[src/rtl/kernel_mem_pkg.sv]
// kernel_mem_pkg: shared state encoding and constants for the kernel memory sequencer
package kernel_mem_pkg;
  localparam int MEM_ADDR_W = 64;
  localparam int BYTE_SHIFT = 2;
  typedef enum logic [3:0] {
    IDLE   = 4'd0,
    STEP   = 4'd1,
    SAMPLE = 4'd2,
    ISSUE0 = 4'd3,
    WAIT0  = 4'd4,
    ISSUE1 = 4'd5,
    WAIT1  = 4'd6,
    DONE   = 4'd7,
    HALT   = 4'd8
  } state_t;
endpackage

[src/rtl/mem_txn_port.sv]
// mem_txn_port: one external transaction -- byte address, enable pulse, ready wait and timeout
module mem_txn_port
  import kernel_mem_pkg::*;
#(
  parameter int ADDR_WID    = 14,
  parameter int DATA_WID    = 32,
  parameter int TIMEOUT_CYC = 65535
) (
  input  logic                  clk,
  input  logic                  reset,
  input  logic                  issue,
  input  logic                  waiting,
  input  logic                  is_write,
  input  logic [ADDR_WID-1:0]   addr,
  input  logic [DATA_WID-1:0]   wdata,
  input  logic [MEM_ADDR_W-1:0] read_base,
  input  logic [MEM_ADDR_W-1:0] write_base,
  input  logic [MEM_ADDR_W-1:0] size,
  input  logic                  read_ready,
  input  logic                  write_ready,
  output logic                  read_enable,
  output logic                  write_enable,
  output logic [MEM_ADDR_W-1:0] read_addr,
  output logic [MEM_ADDR_W-1:0] read_size_output,
  output logic [MEM_ADDR_W-1:0] write_addr,
  output logic [MEM_ADDR_W-1:0] write_size,
  output logic [DATA_WID-1:0]   write_data,
  output logic                  ready_hit,
  output logic                  timeout
);
  logic [MEM_ADDR_W-1:0] rd_addr_q, rd_addr_d, rd_size_q, rd_size_d;
  logic [MEM_ADDR_W-1:0] wr_addr_q, wr_addr_d, wr_size_q, wr_size_d, offset;
  logic [DATA_WID-1:0]   wr_data_q, wr_data_d;
  logic [31:0]           wait_cnt_q, wait_cnt_d;
  logic                  rd_issue, wr_issue;
  // The issue cycle drives freshly computed values so the enable pulse and its address coincide
  always_comb begin
    offset           = MEM_ADDR_W'(addr) << BYTE_SHIFT;
    rd_issue         = issue & ~is_write;
    wr_issue         = issue & is_write;
    rd_addr_d        = rd_issue ? read_base + offset : rd_addr_q;
    rd_size_d        = rd_issue ? size : rd_size_q;
    wr_addr_d        = wr_issue ? write_base + offset : wr_addr_q;
    wr_size_d        = wr_issue ? size : wr_size_q;
    wr_data_d        = wr_issue ? wdata : wr_data_q;
    ready_hit        = waiting & (is_write ? write_ready : read_ready);
    timeout          = waiting & ~ready_hit & (wait_cnt_q == 32'(TIMEOUT_CYC - 1));
    wait_cnt_d       = issue ? '0 : (waiting & ~ready_hit) ? wait_cnt_q + 32'd1 : wait_cnt_q;
    read_enable      = rd_issue;
    write_enable     = wr_issue;
    read_addr        = rd_addr_d;
    read_size_output = rd_size_d;
    write_addr       = wr_addr_d;
    write_size       = wr_size_d;
    write_data       = wr_data_d;
  end
  always_ff @(posedge clk or negedge reset)
    if (!reset) begin
      rd_addr_q  <= '0;
      rd_size_q  <= '0;
      wr_addr_q  <= '0;
      wr_size_q  <= '0;
      wr_data_q  <= '0;
      wait_cnt_q <= '0;
    end else begin
      rd_addr_q  <= rd_addr_d;
      rd_size_q  <= rd_size_d;
      wr_addr_q  <= wr_addr_d;
      wr_size_q  <= wr_size_d;
      wr_data_q  <= wr_data_d;
      wait_cnt_q <= wait_cnt_d;
    end
endmodule

[src/rtl/kernel_mem_sequencer.sv]
// kernel_mem_sequencer: steps a two-port HLS kernel by clock enable and serialises its
// BRAM-style accesses onto one external read/write memory interface
module kernel_mem_sequencer
  import kernel_mem_pkg::*;
#(
  parameter int ADDR_WID    = 14,
  parameter int DATA_WID    = 32,
  parameter int TIMEOUT_CYC = 65535
) (
  input  logic                  clk,
  input  logic                  reset,
  input  logic                  start,
  input  logic [MEM_ADDR_W-1:0] read_base,
  input  logic [MEM_ADDR_W-1:0] write_base,
  input  logic [MEM_ADDR_W-1:0] read_size_input,
  output logic                  k_step,
  input  logic                  k_done,
  input  logic [ADDR_WID-1:0]   k_address0,
  input  logic [ADDR_WID-1:0]   k_address1,
  input  logic                  k_ce0,
  input  logic                  k_ce1,
  input  logic                  k_we0,
  input  logic                  k_we1,
  input  logic [DATA_WID-1:0]   k_d0,
  input  logic [DATA_WID-1:0]   k_d1,
  output logic [DATA_WID-1:0]   k_q0,
  output logic [DATA_WID-1:0]   k_q1,
  output logic                  read_enable,
  output logic [MEM_ADDR_W-1:0] read_addr,
  output logic [MEM_ADDR_W-1:0] read_size_output,
  input  logic                  read_ready,
  input  logic [DATA_WID-1:0]   read_data,
  output logic                  write_enable,
  output logic [MEM_ADDR_W-1:0] write_addr,
  output logic [MEM_ADDR_W-1:0] write_size,
  output logic [DATA_WID-1:0]   write_data,
  input  logic                  write_ready,
  output logic                  done,
  output logic                  err_timeout,
  output logic [31:0]           access_cnt
);
  state_t                state_q, state_d;
  logic                  ce0_q, ce0_d, ce1_q, ce1_d, we0_q, we0_d, we1_q, we1_d, kd_q, kd_d;
  logic [ADDR_WID-1:0]   a0_q, a0_d, a1_q, a1_d;
  logic [DATA_WID-1:0]   d0_q, d0_d, d1_q, d1_d, q0_q, q0_d, q1_q, q1_d;
  logic                  err_q, err_d;
  logic [31:0]           cnt_q, cnt_d;
  logic                  on1, issue, waiting, ready_hit, timeout;
  assign on1     = (state_q == ISSUE1) || (state_q == WAIT1);
  assign issue   = (state_q == ISSUE0) || (state_q == ISSUE1);
  assign waiting = (state_q == WAIT0) || (state_q == WAIT1);
  mem_txn_port #(.ADDR_WID(ADDR_WID), .DATA_WID(DATA_WID), .TIMEOUT_CYC(TIMEOUT_CYC)) u_txn (
    .clk(clk), .reset(reset), .issue(issue), .waiting(waiting),
    .is_write(on1 ? we1_q : we0_q), .addr(on1 ? a1_q : a0_q), .wdata(on1 ? d1_q : d0_q),
    .read_base(read_base), .write_base(write_base), .size(read_size_input),
    .read_ready(read_ready), .write_ready(write_ready),
    .read_enable(read_enable), .write_enable(write_enable),
    .read_addr(read_addr), .read_size_output(read_size_output),
    .write_addr(write_addr), .write_size(write_size), .write_data(write_data),
    .ready_hit(ready_hit), .timeout(timeout)
  );
  always_comb begin
    state_d = state_q;
    {ce0_d, ce1_d, we0_d, we1_d, kd_d} = {ce0_q, ce1_q, we0_q, we1_q, kd_q};
    {a0_d, a1_d, d0_d, d1_d} = {a0_q, a1_q, d0_q, d1_q};
    case (state_q)
      IDLE:   state_d = start ? STEP : IDLE;
      STEP:   state_d = SAMPLE;
      SAMPLE: begin
        {ce0_d, ce1_d, we0_d, we1_d, kd_d} = {k_ce0, k_ce1, k_we0, k_we1, k_done};
        {a0_d, a1_d, d0_d, d1_d} = {k_address0, k_address1, k_d0, k_d1};
        state_d = k_ce0 ? ISSUE0 : k_ce1 ? ISSUE1 : k_done ? DONE : STEP;
      end
      ISSUE0: state_d = WAIT0;
      ISSUE1: state_d = WAIT1;
      WAIT0:  state_d = timeout ? HALT : !ready_hit ? WAIT0 : ce1_q ? ISSUE1 : kd_q ? DONE : STEP;
      WAIT1:  state_d = timeout ? HALT : !ready_hit ? WAIT1 : kd_q ? DONE : STEP;
      DONE:   state_d = start ? DONE : IDLE;
      default: state_d = state_q;
    endcase
    q0_d  = (state_q == WAIT0 && ready_hit && !we0_q) ? read_data : q0_q;
    q1_d  = (state_q == WAIT1 && ready_hit && !we1_q) ? read_data : q1_q;
    err_d = err_q | timeout;
    cnt_d = (ready_hit && cnt_q != '1) ? cnt_q + 32'd1 : cnt_q;
  end
  always_ff @(posedge clk or negedge reset)
    if (!reset) begin
      state_q <= IDLE;
      {ce0_q, ce1_q, we0_q, we1_q, kd_q} <= '0;
      {a0_q, a1_q, d0_q, d1_q} <= '0;
      q0_q  <= '0;
      q1_q  <= '0;
      err_q <= 1'b0;
      cnt_q <= '0;
    end else begin
      state_q <= state_d;
      {ce0_q, ce1_q, we0_q, we1_q, kd_q} <= {ce0_d, ce1_d, we0_d, we1_d, kd_d};
      {a0_q, a1_q, d0_q, d1_q} <= {a0_d, a1_d, d0_d, d1_d};
      q0_q  <= q0_d;
      q1_q  <= q1_d;
      err_q <= err_d;
      cnt_q <= cnt_d;
    end
  assign k_step      = state_q == STEP;
  assign done        = state_q == DONE;
  assign k_q0        = q0_q;
  assign k_q1        = q1_q;
  assign err_timeout = err_q;
  assign access_cnt  = cnt_q;
endmodule

[config.mk]
export PLATFORM = sky130hd
export DESIGN_NAME = kernel_mem_sequencer
export DESIGN_NICKNAME = d
export VERILOG_FILES = /design/src/rtl/kernel_mem_pkg.sv /design/src/rtl/mem_txn_port.sv /design/src/rtl/kernel_mem_sequencer.sv
export SDC_FILE = /design/constraint.sdc
export NUM_CORES = 1
export LEC_CHECK = 0
export ABC_AREA = 1
export BUFFER_PORTS_ARGS = -buffer_cell sky130_fd_sc_hd__buf_4
export CAP_MARGIN = 20
export CORE_AREA = 2 2 333 335
export DETAILED_ROUTE_END_ITERATION = 6
export DIE_AREA = 0 0 335 337
export RECOVER_POWER = 25
export SLEW_MARGIN = 20
export SYNTH_ARGS = -nofsm -noshare
export SYNTH_HDL_FRONTEND = slang
export SYNTH_HIERARCHICAL = 1
export SYNTH_SLANG_ARGS = --single-unit
[constraint.sdc]
create_clock -name clk -period 4.1 [get_ports clk]
set_input_delay 0 -clock clk [delete_from_list [all_inputs] [get_ports clk]]
set_output_delay 0 -clock clk [all_outputs]
set_load 0.02 [all_outputs]
Word-level counts from Yosys, hierarchy flattened
Index checks and enable logic that the tools add are counted.

operators by class
  equal/unequal tests = 9
  muxes and demuxes = 23
  add/subtract/negate cells = 4
  bitwise operators = 8
  reduce and logical (&&, ||, !) cells = 13

operators with widths
  cell                   count
  $mux 64                4
  $add 64x16->64         2
  $mux 32                4
  $add 32x1->32 const B  2
  $eq 32x16->1 const B   1
  $ne 32x32->1 const B   1
  $pmux 4 s8             1
  $mux 3                 6
  $eq 4x3->1 const B     4
  $mux 4                 4
  $mux 14                1
  $eq 4x2->1 const B     2
  $reduce_bool 8->1      1
  $and 1x1->1            5
  $logic_and 1x1->1      5
  $eq 4x1->1 const B     1
  $logic_not 4->1        1
  $logic_or 1x1->1       3
  $mux 1                 3
  $logic_not 1->1        2
  $not 1->1              2
  $reduce_bool 2->1      1
  $or 1x1->1             1

word-level totals
  output and inout bits = 389
  flip-flop bits (word level) = 517
  input bits = 326
  word-level logic and storage cells = 76

Depth between registers and ports, before layout
Gate-level depths: netlist (run 1).

  depth in word-level cells = 10
  gate-level depth with buffers = 22
  gate-level depth less buffers = 21

Cells and area by module
Netlist (run 1), hierarchy kept.

modules (own cells, without submodules)
  module                area each (um^2)  cells an instance  instances  seq. area each (um^2)
  mem_txn_port          17924.7           2575               1          8007.7
  kernel_mem_sequencer  9288.9            1198               1          4929.7

Worst setup path after synthesis (run 1)
No wires, ideal clock.

  kind = register to register
  start = register state_q[3]
  end = register u_txn.rd_addr_q[17]
  required time = 3.914 ns
  buffers on the path = 1
  arrival = 2.893 ns
  library setup time = 0.186 ns
  cell stages (with the launch flop) = 18
  period minus slack after synthesis = 3.079 ns
  slack = 1.021 ns
  cell sequence = dfrtp_1 inv_1 nand3_1 nor2_1 inv_1 nand2_1 clkbuf_1 nand2_1 nand2_1 ha_1 a21oi_1 o21ai_0 inv_1 nand2_1 inv_1 nand2_1 xnor2_1 o21ai_0

on the way
  word-level cells in the longest chain between the ends = 6
  elaborated cells between the ends (all ways) = 11
  those cells by class = add/sub: 1; eq/ne: 3; mux: 3; bitwise: 2; reduce/logical: 2

ends and longest elaborated chain
  what                                                                    RTL line                    text
  from (decl)                                                             kernel_mem_sequencer.sv:42  state_t state_q, state_d;
  from (signal assigned)                                                  kernel_mem_sequencer.sv:96  state_q <= state_d;
  parallel branches: the longest is 5 deep, another holds $add 64x16->64  --
  $mux 64 (*)                                                             mem_txn_port.sv:41          rd_addr_d = rd_issue ? read_base + offset : rd_addr_q;
  named net read_addr[17]                                                 kernel_mem_sequencer.sv:29  output logic [MEM_ADDR_W-1:0] read_addr,
  to (signal assigned)                                                    mem_txn_port.sv:66          rd_addr_q <= rd_addr_d;
  to (decl)                                                               mem_txn_port.sv:31          logic [MEM_ADDR_W-1:0] rd_addr_q, rd_addr_d, rd_size_q, rd_size_d;

Mark *: on every way through the listed nets, which the timed path passes.
A chain may end at the register's enable or synchronous reset.

Worst setup path after layout (run 1)
  start = register state_q[3]
  end = output port read_addr[34]

on the way
  word-level cells in the longest chain between the ends = 6
  elaborated cells between the ends (all ways) = 11
  those cells by class = add/sub: 1; eq/ne: 3; mux: 3; bitwise: 2; reduce/logical: 2

ends and longest elaborated chain
  what                                                                    RTL line
  parallel branches: the longest is 5 deep, another holds $add 64x16->64  --
  $mux 64 (*)                                                             mem_txn_port.sv:41
  to (decl)                                                               kernel_mem_sequencer.sv:29

Mark *: on every way between the ends.

==> flow_metrics.py, run 1 <==
metrics = {
    "status": {
        "outcome": "complete, but fails checks",
        "violations": "capacitance limit, slew limit",
    },
    "timing": {
        "drv_slew": 110,
        "relSlewSlack_pct": -117,
        "finalCritPeriodShare_pct": 94.3,
        "fin_ws_ps": 233,
        "post-route-min-period_ps": 3870,
        "max_freq_mhz": 259,
        "hold_violations": 0,
        "setup_viol": 0,
        "tightestPinTransition_ps": 3260,
        "skew_ps": 18.7,
    },
    "setup_path": {
        "crit_slowest_cell": "dfrtp_2",
        "crit_path_end_kind": "output pin",
        "cp_cell_sequence": "inv_4 -> nand3_2 -> nor2_4 -> inv_4 -> buf_12 -> nand3_1 -> nand2_1 -> ha_1 -> fa_2 -> nand3_1 -> nand3_1 -> nand2_1 -> nand3_4 -> nand3_2 -> nand2_2 -> nand2_1 -> nand2_1 -> nand2_1 -> nand2_1 -> nand2_1 -> buf_4",
        "crit_required_ps": 4100,
        "path_class": "reg -> out",
        "slowest_delay_ps": 470,
        "crit_fanout": 24,
        "path_common_cell": "nand2_1",
        "crit_arrival_ps": 3870,
        "start_kind": "flip-flop",
    },
    "die": {
        "initial_core_util_pct": 24.8,
        "die_y_um": 337,
        "rows": 122,
        "core_region_area_um2": 110000,
        "dieArea_um2": 113000,
        "io_pins": 715,
        "die_w_um": 335,
    },
    "drt": {
        "ant_nets": 0,
        "drt_pass1_iterations": 5,
        "drtIter0Drc": 1837,
        "drc": 0,
        "routed_wl_mm": 119,
        "via_per_inst": 4.53,
        "wl_per_cell_um": 18.9,
        "vias": 28500,
    },
    "synthesis": {
        "ys_types": 41,
        "synth_area_um2": 27200,
        "synth_seq_area_share_pct": 47.5,
        "synthCells": 3773,
        "synth_nets": 4132,
        "ys_ff_latch": 517,
        "avgSynthCellArea_um2": 7.21,
        "ys_warn_count": 6,
    },
    "final_layout": {
        "area_growth_pct": 46.6,
        "drive_above_1_share_pct": 19.9,
        "num-fill-cells": 11400,
        "nets": 5153,
        "post-route-util_pct": 36.4,
        "layout_commonest_cell": "nand2_1",
        "multiInputGateArea_um2": 12600,
        "register_area_um2": 12900,
        "mostFrequentLayoutCells": "nand2_1, buf_4, dfrtp_1",
    },
    "clocking": {
        "numCtsBuffers": 68,
        "clock_sinks": 517,
        "clk_pin_slew_ps": 60,
        "insertion_delay_ps": 630,
        "cts_buffer_depth": 3,
        "clock_tree.root_cell": "clkbuf_16",
        "cts_htree_levels": 3,
        "cts_tree": "built",
    },
    "placed_design": {
        "port_buffers": 714,
        "routabilityCongestion": 0.973,
        "dp_hpwl_mm": 89.7,
        "post-place-ws_ps": 185,
    },
    "global_route": {
        "grt_antenna_before_repair": 18,
        "grt.overflow.total": 0,
        "grt_pass1_vias": 27700,
        "grt_pass1_wl_mm": 173,
        "grt_usage_pct": 20.2,
        "grt_max_degree": 114,
    },
    "min_path": {
        "hold_path_class": "in -> reg",
    },
    "run": {
        "max_cap_violations": 1,
    },
    "pwr": {
        "total_power_mw": 12.3,
        "peakVddDrop_mv": 0.218,
        "power_density_nw_per_um2": 308,
        "p_leak_nw": 19.7,
    },
}
-- synth_stat cells --
cell / count / area share [%]
clkbuf_1: 71 / 0.98
nor3_4: 1 / 0.060
xnor2_1: 29 / 0.93
nand2_1: 1625 / 22
or3_1: 1 / 0.023
buf_12: 1 / 0.074
inv_2: 7 / 0.097
nor4_2: 1 / 0.046
nand3b_1: 21 / 0.58
buf_2: 36 / 0.66
inv_1: 397 / 5.5
clkinv_1: 2 / 0.028
buf_1: 8 / 0.11
a31oi_1: 21 / 0.48
o21ai_0: 222 / 4.1
nor3b_1: 1 / 0.028
or2_2: 10 / 0.23
nor3_1: 76 / 1.4
ha_1: 31 / 1.4
dfrtp_1: 517 / 48
fa_1: 2 / 0.15
nor4_1: 5 / 0.11
nand2_4: 4 / 0.17
nand2_2: 17 / 0.39
nor3_2: 2 / 0.074
and2_1: 2 / 0.046
o21a_1: 3 / 0.083
nor2_4: 7 / 0.29
nand3_1: 271 / 5.0
buf_8: 1 / 0.055
o21ai_2: 30 / 0.97
a21oi_1: 32 / 0.59
o21ai_1: 4 / 0.074
o21bai_1: 2 / 0.055
buf_6: 4 / 0.17
nor2_1: 233 / 3.2
nand4_1: 57 / 1.3
xor2_1: 13 / 0.42
nor2_8: 1 / 0.074
a21boi_0: 1 / 0.028
nor2_2: 4 / 0.092
-- what timing repair did --
action,in CTS,in global routing
hold buffers,312,1
gates resized for setup,23,66
setup endpoints to repair,110,108
gates cloned,0,1
endpoints found under the hold margin,503,1
buffers inserted,1,0
pin swaps,1,1
-- sequential cells by signal (all words and copies together), names as in the netlist --
| name | flops |
|---|---|
| u_txn/wr_size_q | 64 |
| u_txn/wait_cnt_q | 32 |
| access_cnt | 32 |
| d1_q | 32 |
| d0_q | 32 |
| a1_q | 14 |
| err_timeout | 1 |
| u_txn/rd_addr_q | 64 |
| k_q1 | 32 |
| we1_q | 1 |
| u_txn/wr_addr_q | 64 |
| ce1_q | 1 |
| a0_q | 14 |
| kd_q | 1 |
| u_txn/rd_size_q | 64 |
| k_q0 | 32 |
| we0_q | 1 |
| u_txn/wr_data_q | 32 |
| state_q | 4 |
-- layout make-up --
class                   instances  share of cell area (%)
flip-flops and latches        517                    32.4
well taps                    1426                    4.47
repair buffers               1072                    22.0
multi-input cells            2729                    31.5
inverters                     406                    3.86
diodes                         10                  0.0627
clock buffers                  92                    4.98
clock inverters                26                   0.652
-- power by group --
group          switching [mW]  internal [mW]  leakage (nW)
sequential                  0           5.10          5.34
clock                    2.47           3.59          1.09
combinational           0.604          0.530          13.3
-- critical path: cells and delay by family, from the launching register on --
| family | cells | cell delay (ps) |
|---|---|---|
| flip-flops | 1 | 470 |
| AND/OR/NAND/NOR | 15 | 1620 |
| buffers and inverters | 4 | 520 |
| adder cells (fa/ha/maj) | 2 | 610 |
-- cell families (layout without fill, tap and decap cells) --
kind of cell	Yosys count	after routing	synth area share [%]
buf+inv	527	1596	7.65
xor+xnor	42	42	1.35
other cells	0	10	0
fa+ha+maj	33	33	1.57
flops	517	517	47.5
compound gates	315	315	6.36
simple gates	2339	2339	35.5
-- layer usage --
layer  global-route usage, %  share of wire (%)
met1                    26.2                 44
met2                    32.9                 46
met3                    4.49                6.9
met4                    7.71                3.3
met5                       0              0.085
-- final timing paths --
kind	start	endpoint	slack (ps)	cells past startpoint
setup / recovery	state_q[3]$_DFFE_PN0P_	read_addr[34]	230	21
hold / removal	write_base[5]	u_txn/wr_addr_q[5]$_DFF_PN0_	3	4
setup reg to reg	state_q[3]$_DFFE_PN0P_	u_txn/rd_addr_q[61]$_DFF_PN0_	450	18
hold reg to reg	u_txn/wait_cnt_q[27]$_DFFE_PN0P_	u_txn/wait_cnt_q[27]$_DFFE_PN0P_	470	1
max in group asynchronous	reset	state_q[3]$_DFFE_PN0P_	980	2
min in group asynchronous	reset	access_cnt[30]$_DFFE_PN0P_	990	2
-- through the flow --
step                      cell area [um2]  hold slack (ps)  cells  TNS (ps)
after floorplan                     27200             -296   3773         0
after global placement              34300              195   5835         0
after detailed placement            34300              198   5835         0
after CTS                           39800             2.67   6266         0
after global routing                39900             7.66   6277     -28.3
final                               39900             3.48   6278         0
(Power assumes the default switching activity.)
==> run 2, diff against run 1 <==
--- a/config.mk
+++ b/config.mk
@@ -9,8 +9,10 @@
 export BUFFER_PORTS_ARGS = -buffer_cell sky130_fd_sc_hd__buf_4
 export CAP_MARGIN = 20
 export CORE_AREA = 2 2 333 335
+export CTS_CLUSTER_DIAMETER = 150
 export DETAILED_ROUTE_END_ITERATION = 6
 export DIE_AREA = 0 0 335 337
+export HOLD_SLACK_MARGIN = 0.02
 export RECOVER_POWER = 25
 export SLEW_MARGIN = 20
 export SYNTH_ARGS = -nofsm -noshare
==> flow_metrics.py, run 2 (synthesis results as in run 1) <==
metrics = {
    "setup_path": {
        "crit_path_end_kind": "output pin",
        "start_kind": "flip-flop",
        "path_class": "reg -> out",
        "crit_required_ps": 4100,
        "crit_arrival_ps": 3880,
        "crit_fanout": 24,
    },
    "final_layout": {
        "drive_above_1_share_pct": 19.9,
        "num-fill-cells": 11400,
        "layout_commonest_cell": "nand2_1",
        "multiInputGateArea_um2": 12600,
        "nets": 5163,
        "register_area_um2": 12900,
        "layout.cells.non_filler": 6284,
        "mostFrequentLayoutCells": "nand2_1, buf_4, dfrtp_1",
        "area_growth_pct": 46.9,
    },
    "timing": {
        "setup_viol": 0,
        "skew_ps": 17.1,
        "post-route-min-period_ps": 3880,
        "relSlewSlack_pct": -118,
        "hold_violations": 0,
        "max_freq_mhz": 258,
        "holdWs_ps": 29.2,
        "finalCritPeriodShare_pct": 94.5,
        "tightestPinTransition_ps": 3260,
        "drv_slew": 110,
    },
    "placed_design": {
        "place_inst": 5835,
        "dp_hpwl_mm": 89.7,
        "routabilityCongestion": 0.973,
        "port_buffers": 714,
    },
    "drt": {
        "drc": 0,
        "via_per_inst": 4.56,
        "ant_nets": 0,
        "wl_met3_mm": 8.05,
        "drtIter0Drc": 1996,
        "routed_wl_mm": 119,
        "top_layer": "met5",
        "met2RoutedLength_mm": 54.8,
        "drt_pass1_iterations": 7,
        "wl_per_cell_um": 19.0,
        "m1WireLength_mm": 52.3,
        "vias": 28700,
    },
    "clocking": {
        "clock_tree.root_cell": "clkbuf_16",
        "clk_pin_slew_ps": 60,
        "cts_tree": "built",
        "cts_buffer_depth": 3,
        "cts_htree_levels": 3,
        "numCtsBuffers": 68,
        "clock_sinks": 517,
        "insertion_delay_ps": 630,
    },
    "global_route": {
        "grt_pass1_vias": 27800,
        "grt_max_degree": 114,
        "grt_antenna_before_repair": 16,
        "grt_pass1_wl_mm": 174,
        "grt_usage_pct": 20.2,
        "grt.overflow.total": 0,
    },
    "pwr": {
        "power_density_nw_per_um2": 308,
        "peakVddDrop_mv": 0.218,
        "p_leak_nw": 19.7,
    },
    "die": {
        "core_region_area_um2": 110000,
        "initial_core_util_pct": 24.8,
        "dieArea_um2": 113000,
        "die_w_um": 335,
        "rows": 122,
        "die_y_um": 337,
        "io_pins": 715,
    },
    "run": {
        "max_cap_violations": 1,
    },
    "min_path": {
        "hold_path_class": "in -> reg",
    },
    "status": {
        "violations": "capacitance limit, slew limit",
        "outcome": "complete, but fails checks",
    },
}
==> run 2: cell types whose count changed in the layout (fill, tap and decap cells not counted) <==
cell           delta
dlygate4sd3_1    +10
o21ai_0           -1
nand2_2           -1
o21ai_1           +1
nand2_1           +1
diode_2           -4
==> run 2: worst max-delay path, stage by stage (launching register included) <==
cell,delay [ps]
dfrtp_2,460
inv_4,100
nand3_2,120
nor2_4,140
inv_4,90
buf_12,190
nand3_1,100
nand2_1,110
ha_1,230
fa_2,380
nand3_1,120
nand3_1,150
nand2_1,140
nand3_4,110
nand3_2,100
nand2_2,90
nand2_1,80
nand2_1,50
nand2_1,150
nand2_1,90
nand2_1,90
buf_4,140
==> run 2: report_power, final <==
group	switching, mW	internal, mW	total [mW]
Combinational	0.607	0.534	1.14
Sequential	0	5.10	5.10
Clock	2.47	3.59	6.06
Total	3.07	9.23	12.3
==> run 2: worst paths after layout <==
| kind | start | end | slack (ps) | cells past startpoint |
|---|---|---|---|---|
| max | state_q[3]$_DFFE_PN0P_ | read_addr[34] | 220 | 21 |
| min | write_base[14] | u_txn/wr_addr_q[14]$_DFF_PN0_ | 30 | 4 |
| max reg2reg | state_q[3]$_DFFE_PN0P_ | u_txn/rd_addr_q[62]$_DFF_PN0_ | 410 | 20 |
| min reg2reg | u_txn/wait_cnt_q[27]$_DFFE_PN0P_ | u_txn/wait_cnt_q[27]$_DFFE_PN0P_ | 470 | 1 |
| max in group asynchronous | reset | state_q[3]$_DFFE_PN0P_ | 980 | 2 |
| min in group asynchronous | reset | access_cnt[30]$_DFFE_PN0P_ | 1000 | 2 |
==> run 2: timing repair <==
item                                    in CTS  in global routing
endpoints found under the hold margin      509                  1
endpoints found under the setup margin     110                110
pin swaps                                    1                  1
cloned                                       0                  1
hold buffers                               322                  1
resized for setup                           23                 66
setup buffers                                1                  0
==> run 2: routing by layer <==
metal	vias to the layer above	GRT usage (%)
li1	13900	-
met1	13500	26.3
met2	990	32.9
met3	210	4.33
met4	16	7.73
met5	-	0
==> run 2: through the flow <==
| step | utilization (%) | power (mW) | TNS (ps) | cell area (um2) | setup WS, ps |
|---|---|---|---|---|---|
| 2_1_floorplan | - | 5.46 | 0 | 27200 | 1020 |
| 3_3_place_gp | 31.3 | 6.06 | 0 | 34300 | 318 |
| 3_5_place_dp | 31.3 | 6.05 | 0 | 34300 | 185 |
| 4_1_cts | 36.4 | 12.5 | 0 | 39900 | 9.40 |
| 5_1_grt | 36.5 | 12.8 | -33.8 | 40000 | -9.70 |
| 6_report | 36.5 | 12.3 | 0 | 40000 | 225 |
==> run 2: cell type report <==
type	count	share of cell area (%)
Clock inverter	26	0.651
Sequential cell	517	32.4
Antenna cell	6	0.0376
Tap cell	1426	4.46
Inverter	406	3.85
Timing Repair Buffer	1082	22.2
Clock buffer	92	4.97
Multi-Input combinational cell	2729	31.4
